## src/rtl/cp0_irq_ctrl.sv

```systemverilog
// cp0_irq_ctrl: CP0 interrupt controller for the single-cycle MIPS datapath.
// Latches NUM_IRQ interrupt lines (edge or level per channel), applies the
// Status mask/enable, picks the lowest-index pending channel, saves EPC,
// redirects the PC to EXC_VECTOR and restores IE on rfe. Serves mfc0/mtc0.
//
// Ports:
//   clk, reset   processor clock, async active-high reset
//   hwint        interrupt requests, synchronous to clk
//   pc_next      PC the current instruction would go to next (saved to EPC)
//   mtc0_we/sel/wdata   CP0 write port
//   mfc0_sel/rdata      CP0 read port (combinational)
//   rfe          return-from-exception strobe
//   exc_take     redirect PC to exc_vector this cycle (combinational)
//   exc_vector   constant EXC_VECTOR
//   epc_out      saved EPC, PC target on rfe
//   in_service   high while an interrupt is being serviced
module cp0_irq_ctrl #(
    parameter int unsigned         NUM_IRQ    = 4,
    parameter logic [NUM_IRQ-1:0]  EDGE_MASK  = {NUM_IRQ{1'b1}},
    parameter logic [31:0]         EXC_VECTOR = 32'h0000_0180
) (
    input  logic               clk,
    input  logic               reset,
    input  logic [NUM_IRQ-1:0] hwint,
    input  logic [31:0]        pc_next,
    input  logic               mtc0_we,
    input  logic [4:0]         mtc0_sel,
    input  logic [31:0]        mtc0_wdata,
    input  logic [4:0]         mfc0_sel,
    output logic [31:0]        mfc0_rdata,
    input  logic               rfe,
    output logic               exc_take,
    output logic [31:0]        exc_vector,
    output logic [31:0]        epc_out,
    output logic               in_service
);

    localparam logic [4:0]  SEL_STATUS = 5'd12;
    localparam logic [4:0]  SEL_CAUSE  = 5'd13;
    localparam logic [4:0]  SEL_EPC    = 5'd14;
    localparam logic [4:0]  SEL_COUNT  = 5'd15;
    localparam int unsigned IM_LSB     = 8;

    typedef enum logic {
        IDLE = 1'b0,
        ISR  = 1'b1
    } state_t;

    state_t             state;
    state_t             state_next;
    logic [NUM_IRQ-1:0] hwint_q;
    logic [NUM_IRQ-1:0] ip;
    logic [NUM_IRQ-1:0] ip_next;
    logic [NUM_IRQ-1:0] im;
    logic               ie;
    logic               iep;
    logic [2:0]         code;
    logic [31:0]        epc;
    logic [31:0]        count;

    logic [NUM_IRQ-1:0] req;
    logic [NUM_IRQ-1:0] w1c;
    logic [NUM_IRQ-1:0] rise;
    logic [2:0]         winner;
    logic               wr_status;
    logic               wr_cause;
    logic               wr_epc;

    assign wr_status = mtc0_we && (mtc0_sel == SEL_STATUS);
    assign wr_cause  = mtc0_we && (mtc0_sel == SEL_CAUSE);
    assign wr_epc    = mtc0_we && (mtc0_sel == SEL_EPC);

    assign req      = ip & im;
    assign exc_take = ie && (|req) && (state == IDLE) && !rfe;

    assign exc_vector = EXC_VECTOR;
    assign epc_out    = epc;
    assign in_service = (state == ISR);

    // Edge channels: set on rising edge, W1C clears, a same-cycle set wins.
    // Level channels simply follow the line and ignore W1C.
    assign w1c     = wr_cause ? mtc0_wdata[IM_LSB +: NUM_IRQ] : '0;
    assign rise    = hwint & ~hwint_q;
    assign ip_next = (EDGE_MASK & ((ip & ~w1c) | rise)) | (~EDGE_MASK & hwint);

    // Lowest index wins: scan downward so the last hit is the smallest.
    always_comb begin
        winner = '0;
        for (int i = int'(NUM_IRQ) - 1; i >= 0; i--) begin
            if (req[i]) begin
                winner = 3'(i);
            end
        end
    end

    // State register.
    always_ff @(posedge clk or posedge reset) begin
        if (reset) begin
            state <= IDLE;
        end else begin
            state <= state_next;
        end
    end

    // Next-state logic; rfe and take are mutually exclusive by construction.
    always_comb begin
        state_next = state;
        case (state)
            IDLE:    if (exc_take) state_next = ISR;
            ISR:     if (rfe)      state_next = IDLE;
            default: state_next = IDLE;
        endcase
    end

    // Pending bits and line history.
    always_ff @(posedge clk or posedge reset) begin
        if (reset) begin
            hwint_q <= '0;
            ip      <= '0;
        end else begin
            hwint_q <= hwint;
            ip      <= ip_next;
        end
    end

    // Status: take beats rfe beats software for IE; IM always follows mtc0.
    always_ff @(posedge clk or posedge reset) begin
        if (reset) begin
            ie  <= 1'b0;
            iep <= 1'b0;
            im  <= '0;
        end else begin
            if (wr_status) begin
                im <= mtc0_wdata[IM_LSB +: NUM_IRQ];
            end
            if (exc_take) begin
                iep <= ie;
                ie  <= 1'b0;
            end else if (rfe) begin
                ie <= iep;
            end else if (wr_status) begin
                ie <= mtc0_wdata[0];
            end
        end
    end

    // EPC, cause code and taken-interrupt counter.
    always_ff @(posedge clk or posedge reset) begin
        if (reset) begin
            epc   <= '0;
            code  <= '0;
            count <= '0;
        end else begin
            if (exc_take) begin
                epc   <= pc_next;
                code  <= winner;
                count <= count + 32'd1;
            end else if (wr_epc) begin
                epc <= mtc0_wdata;
            end
        end
    end

    // CP0 read mux; unmapped registers read as zero.
    always_comb begin
        mfc0_rdata = '0;
        case (mfc0_sel)
            SEL_STATUS: begin
                mfc0_rdata[0]                  = ie;
                mfc0_rdata[1]                  = iep;
                mfc0_rdata[IM_LSB +: NUM_IRQ]  = im;
            end
            SEL_CAUSE: begin
                mfc0_rdata[4:2]                = code;
                mfc0_rdata[IM_LSB +: NUM_IRQ]  = ip;
            end
            SEL_EPC:   mfc0_rdata = epc;
            SEL_COUNT: mfc0_rdata = count;
            default:   mfc0_rdata = '0;
        endcase
    end

endmodule

```

## config.mk

```make
export PLATFORM = sky130hd
export DESIGN_NAME = cp0_irq_ctrl
export DESIGN_NICKNAME = d
export VERILOG_FILES = /design/src/rtl/cp0_irq_ctrl.sv
export SDC_FILE = /design/constraint.sdc
export NUM_CORES = 1
export LEC_CHECK = 0
export ABC_AREA = 0
export CAP_MARGIN = 20
export CORE_AREA = 3 3 119 121
export DETAILED_ROUTE_END_ITERATION = 6
export DIE_AREA = 0 0 122 124
export PLACE_DENSITY = 0.65
export SYNTH_ARGS = -nofsm -noshare
export SYNTH_HDL_FRONTEND = slang
export SYNTH_SLANG_ARGS = --single-unit
```

## constraint.sdc

```tcl
create_clock -name clk -period 3.06 [get_ports clk]
set_input_delay 0.765 -clock clk [delete_from_list [all_inputs] [get_ports clk]]
set_output_delay 0.765 -clock clk [all_outputs]
set_load 0.05 [all_outputs]
```

==> results of run 1 <==
-- path summary, 6_finish.rpt --
check	start	to	slack, ps	cells after the start
max	mfc0_sel[1]	mfc0_rdata[3]	90	6
min	code[0]	code[0]	490	1
max reg2reg	ie	epc_out[31]	1010	6
min reg2reg	code[0]	code[0]	490	1
max in group asynchronous	reset	count[22]	1870	3
min in group asynchronous	reset	hwint_q[3]	830	3
-- metrics by stage --
stage	setup WS (ps)	hold slack [ps]	instances	total power, mW	util, %
final	90.0	490	781	4.87	52.3
after global routing	16.8	498	781	5.11	52.3
after CTS	52.5	490	780	4.92	51.9
after detailed placement	63.2	476	764	3.55	49.1
after global placement	74.5	475	764	3.53	49.1
after floorplan	9.04	441	488	2.82	-
-- state kept, by name, summed over array words and instances, names as in the netlist --
register,cells
ip,4
ie,1
in_service,1
epc_out,32
iep,1
code,2
count,32
im,4
hwint_q,4
-- metal layers --
| metal | GRT usage (%) | routed length [um] |
|---|---|---|
| met1 | 20.3 | 5200 |
| met2 | 29.0 | 6230 |
| met3 | 5.68 | 850 |
| met4 | 2.66 | 55 |
| met5 | 0 | 0 |
-- cells by family (layout without fill, tap and decap cells) --
family                   count (synthesis)  count (layout)  share of synthesized area (%)
multiplexers                            67              67                           14.8
buffers and inverters                   69             186                           8.89
AND/OR/NAND/NOR                        145             145                           17.2
adder cells (fa/ha/maj)                  1               1                          0.274
flip-flops                              81              81                           44.5
XOR/XNOR                                31              31                           5.96
other                                    2              32                          0.165
AO/OA/AOI/OAI                           62              62                           8.18
-- report_power, final --
| group | total (mW) | internal (mW) | switching (mW) |
|---|---|---|---|
| clock network | 1.34 | 0.923 | 0.418 |
| logic | 1.97 | 0.707 | 1.26 |
| registers | 1.56 | 1.32 | 0.233 |
-- cell usage in the layout, fill, tap and decap left out, types with 7 or more instances in the layout --
master           synthesis  layout
clkbuf_16                0       9
nor2_1                  29      28
xor2_1                  22      22
nand3_1                  9       9
o21ai_0                 35      33
inv_1                   10       9
buf_4                   33       7
mux2i_1                 63      61
conb_1                   2      32
clkdlybuf4s50_1          0     111
nor4_2                   8       8
dfrtp_1                 81      81
nand2_1                 55      54
xnor2_1                  9       9
nor3_1                  13      13
buf_12                   0      36
-- final cells by class --
class                   count  area [sq um]
clock buffers              11           253
clock inverters             5           125
fillers                  1189          6300
inverters                  11          42.5
multi-input cells         338          2290
flip-flops and latches     81          2030
well taps                 176           220
repair buffers            159          1940
-- repair_timing --
action / CTS / global route
hold endpoints to repair: 0 / 0
setup endpoints to repair: 0 / 24
gates resized for setup: 0 / 13
hold buffers: 0 / 0
-- worst max-delay path, stage by stage --
cell	delay (ps)
clkdlybuf4s50_1	510
nor3b_4	270
buf_6	160
a22oi_1	90
mux2i_2	230
buf_12	170
==> summary.txt, run 1 <==
Outcome - finished, final reports clean
Most frequent cell after synthesis - dfrtp_1
Routed Antenna Nets - 0
Detailed Place HPWL - 9.01 mm
Data required time of the worst path - 2290 ps
Slew HR - 54.1%
Synth top cells by count - dfrtp_1 (81), mux2i_1 (63), nand2_1 (55)
Placer Congestion - 0.754
Worst Setup Start Kind - input pin
Hold Violations, Final - 0
Worst-skew pair later-pin latency - 330 ps
P per Cell Area - 706 mW/mm^2
Clock tree root buffer cell - clkbuf_16
# port buffers - 147
Core area - 0.0132 sq mm
Area Overhead vs Synth - 51.2%
Clock Pin Slew Worst Setup and Hold Paths - 60 ps
Post-synthesis async set-or-reset flop share - 100%
Top-level port count - 180
Mapped Avg Cell Area - 9.95 sq um
Max Freq - 337 MHz
Register area share after synthesis - 44.5%
# clock sinks - 81
Primary FF master, synth - dfrtp_1
Total Wirelength - 12.3 mm
Synth area leaders - dfrtp_1 (44%), mux2i_1 (14%), buf_4 (5.4%), nand2_1 (4.5%), xor2_1 (4.2%)
Setup Viol. Count Final - 0
Vias in the first global route - 3,937
Slew Limit Fails - 0
Area leader, netlist - dfrtp_1
RSZ-0062 raised after global routing - false
Die X - 122 um
Drt drc - 0
Crit path DAT - 2200 ps
Via density per instance - 4.81
First-pass GRT wire length - 20.0 mm
Setup TNS - 0 ps
Max clock buf depth - 2
Post-synth EDFFs - 0
Placed Area - 0.00647 sq mm
Ys Warns - 0
Final net count - 683
Initial antenna violation count - 0
Cell area after synthesis - 0.00456 sq mm
Crit path max fanout - 6
Setup Buffers After CTS - 0
WL/cell - 15.8 um
GRT overflow - 0
Largest net degree at the start of global routing - 82
Vias - 3,757
TritonCTS clock tree - yes
Initial Util - 34.6%
FP Rows - 42
Total Die Area - 0.0151 sq mm
Skew final - 6.82 ps
GRT Total Usage - 16.6%
Pleak - 2.94 nW
H-tree levels - 3
Worst vdd ir - 566 uV
CP Capture Type - output pin
Share of cells above drive strength 1 - 15.7%
Detailed Routing Iterations Pass 1 - 4
Crit Path Class - in -> out
Max Cap Violations - 0
Period utilisation layout - 97.1%
CTS buffer count - 9
Area share of the largest cell type after synthesis - 44.5%
Worst Max-Slew Pin Slew - 687 ps
Syn Inst Count - 458
N_diodes - 0
Synthesis-stage register bit count - 81
Min Tclk post-route - 2970 ps
Height of the die - 124 um
Synth cell types - 43
Post-route cell area - 0.00689 sq mm
Starting DRC count in detailed routing - 113
Hold Path Class - reg -> reg
Note: power is estimated with default switching activity, not from simulation.
==> run 2, diff against run 1 <==
CORE_AREA = 2 2 118 120   (was 3 3 119 121)
DIE_AREA = 0 0 120 122   (was 0 0 122 124)
==> run 2 against run 1 <==
Global-route usage down 0.61 points. Sequential power about the same. Final area down 1.1%. Maximum frequency down 1.1%. Largest power group unchanged. Total power down 5.5%. Flip-flop and latch count unchanged. Combinational power about the same. Clock skew down 3.4 ps. Largest cell class unchanged. Final cell count up 0.26%. Die area down 3.2%.
==> summary.txt, run 2 (synthesis gave the netlist of run 1 again) <==
Worst Setup Start Kind - input pin
Crit Path Class - in -> out
Reg-to-reg startpoint - in_service
Setup Buffers After CTS - 0
Worst vdd ir - 353 uV
Min Tclk post-route - 3000 ps
Hold Violations, Final - 0
Min-delay src - count[31]
Commonest non-fill, non-tap cell in the layout - clkdlybuf4s50_1
Setup TNS - 0 ps
RSZ-0062 raised after global routing - false
Fin worst setup slack - 56.3 ps
Reg2Reg Depth - 6
Hold Path Class - reg -> reg
Worst Max-Slew Pin Slew - 612 ps
Worst hold endpoint - count[31]
Vias - 3,717
Outcome - finished, final reports clean
Max clock buf depth - 2
Core area - 0.0135 sq mm
CTS buffer count - 9
Initial Util - 33.8%
Vias in the first global route - 3,721
Pre-CTS WS - 20.4 ps
# port buffers - 147
Slew HR - 59.2%
Starting DRC count in detailed routing - 119
GRT overflow - 0
Drt drc - 0
Initial antenna violation count - 0
Clock Pin Slew Worst Setup and Hold Paths - 60 ps
Period utilisation layout - 98.2%
Max Cap Violations - 0
Most frequent cells in the layout - clkdlybuf4s50_1 (110), dfrtp_1 (81), mux2i_1 (61)
Area Overhead vs Synth - 49.5%
First-pass GRT wire length - 18.7 mm
Area of the multi-input gates - 0.00229 sq mm
Critical R2R Capture - count[4]
Skew final - 3.40 ps
R2R Setup Slk - 1040 ps
Via density per instance - 4.75
CP Capture Type - output pin
GRT Total Usage - 16.0%
Final net count - 682
Crit path DAT - 2240 ps
Worst-skew pair later-pin latency - 330 ps
Share of cells above drive strength 1 - 15.3%
P per Cell Area - 675 mW/mm^2
Height of the die - 122 um
TritonCTS clock tree - yes
Routed Antenna Nets - 0
N_diodes - 0
FP Rows - 43
Pleak - 2.91 nW
Detailed Place HPWL - 8.54 mm
Slew Limit Fails - 0
Detailed Routing Iterations Pass 1 - 4
Data required time of the worst path - 2290 ps
WL/cell - 15.1 um
Total Wirelength - 11.8 mm
Placer Congestion - 0.756
Sequential cell area - 0.00203 sq mm
H-tree levels - 3
Max Freq - 333 MHz
Setup Viol. Count Final - 0
Crit path max fanout - 6
Largest net degree at the start of global routing - 70
Post-cts sizing count - 0
Hold depth - 1
Post-CTS Hold Buffers - 0
# clock sinks - 81
Clock tree root buffer cell - clkbuf_16
Hold slack - 468 ps
Top-level port count - 180
Die X - 120 um
Fillcell total - 1,236
Total Die Area - 0.0146 sq mm
run 2: final cells by class:
class                      count  area share, %
tap                          180           3.30
clock buffer                  12           3.76
inverter                      11          0.624
sequential                    81           29.7
timing repair buffer         158           28.3
multi-input combinational    338           33.6
clock inverter                 3          0.587
run 2: worst max path at each step:
stage,start,endpoint,slack [ps],cells after the start
6_report,mfc0_sel[4],mfc0_rdata[1],60,6
5_1_grt,mfc0_sel[4],mfc0_rdata[2],7,6
4_1_cts,mfc0_sel[3],mfc0_rdata[0],10,7
3_5_place_dp,mfc0_sel[3],mfc0_rdata[2],20,7
3_3_place_gp,mfc0_sel[3],mfc0_rdata[0],80,7
2_1_floorplan,mfc0_sel[3],mfc0_rdata[0],9,5
run 2: stage by stage:
step / area [sq um] / total power, mW / util [%] / instances
2_1_floorplan: 4690 / 2.82 / - / 488
3_3_place_gp: 6470 / 3.52 / 47.9 / 767
3_5_place_dp: 6470 / 3.55 / 47.9 / 767
4_1_cts: 6770 / 4.65 / 50.1 / 782
5_1_grt: 6820 / 4.81 / 50.5 / 783
6_report: 6820 / 4.60 / 50.5 / 783
run 2: routing by layer:
metal	global-route usage [%]	share of wire [%]
met2	28.7	52
met1	19.5	42
met3	3.75	4.8
met4	3.97	0.96
met5	0	0
run 2: power by group:
part	internal, mW	total (mW)	switching (mW)	leakage, nW
sequential	1.32	1.57	0.241	1.02
clock	0.669	1.08	0.410	0.148
combinational	0.703	1.95	1.25	1.75
total	2.70	4.60	1.90	2.91
run 2: worst max-delay path, stage by stage:
cell and delay [ps]:
clkdlybuf4s50_1 490, nor3b_4 310, buf_6 180, a22oi_1 90, o21ai_1 220, buf_12 170
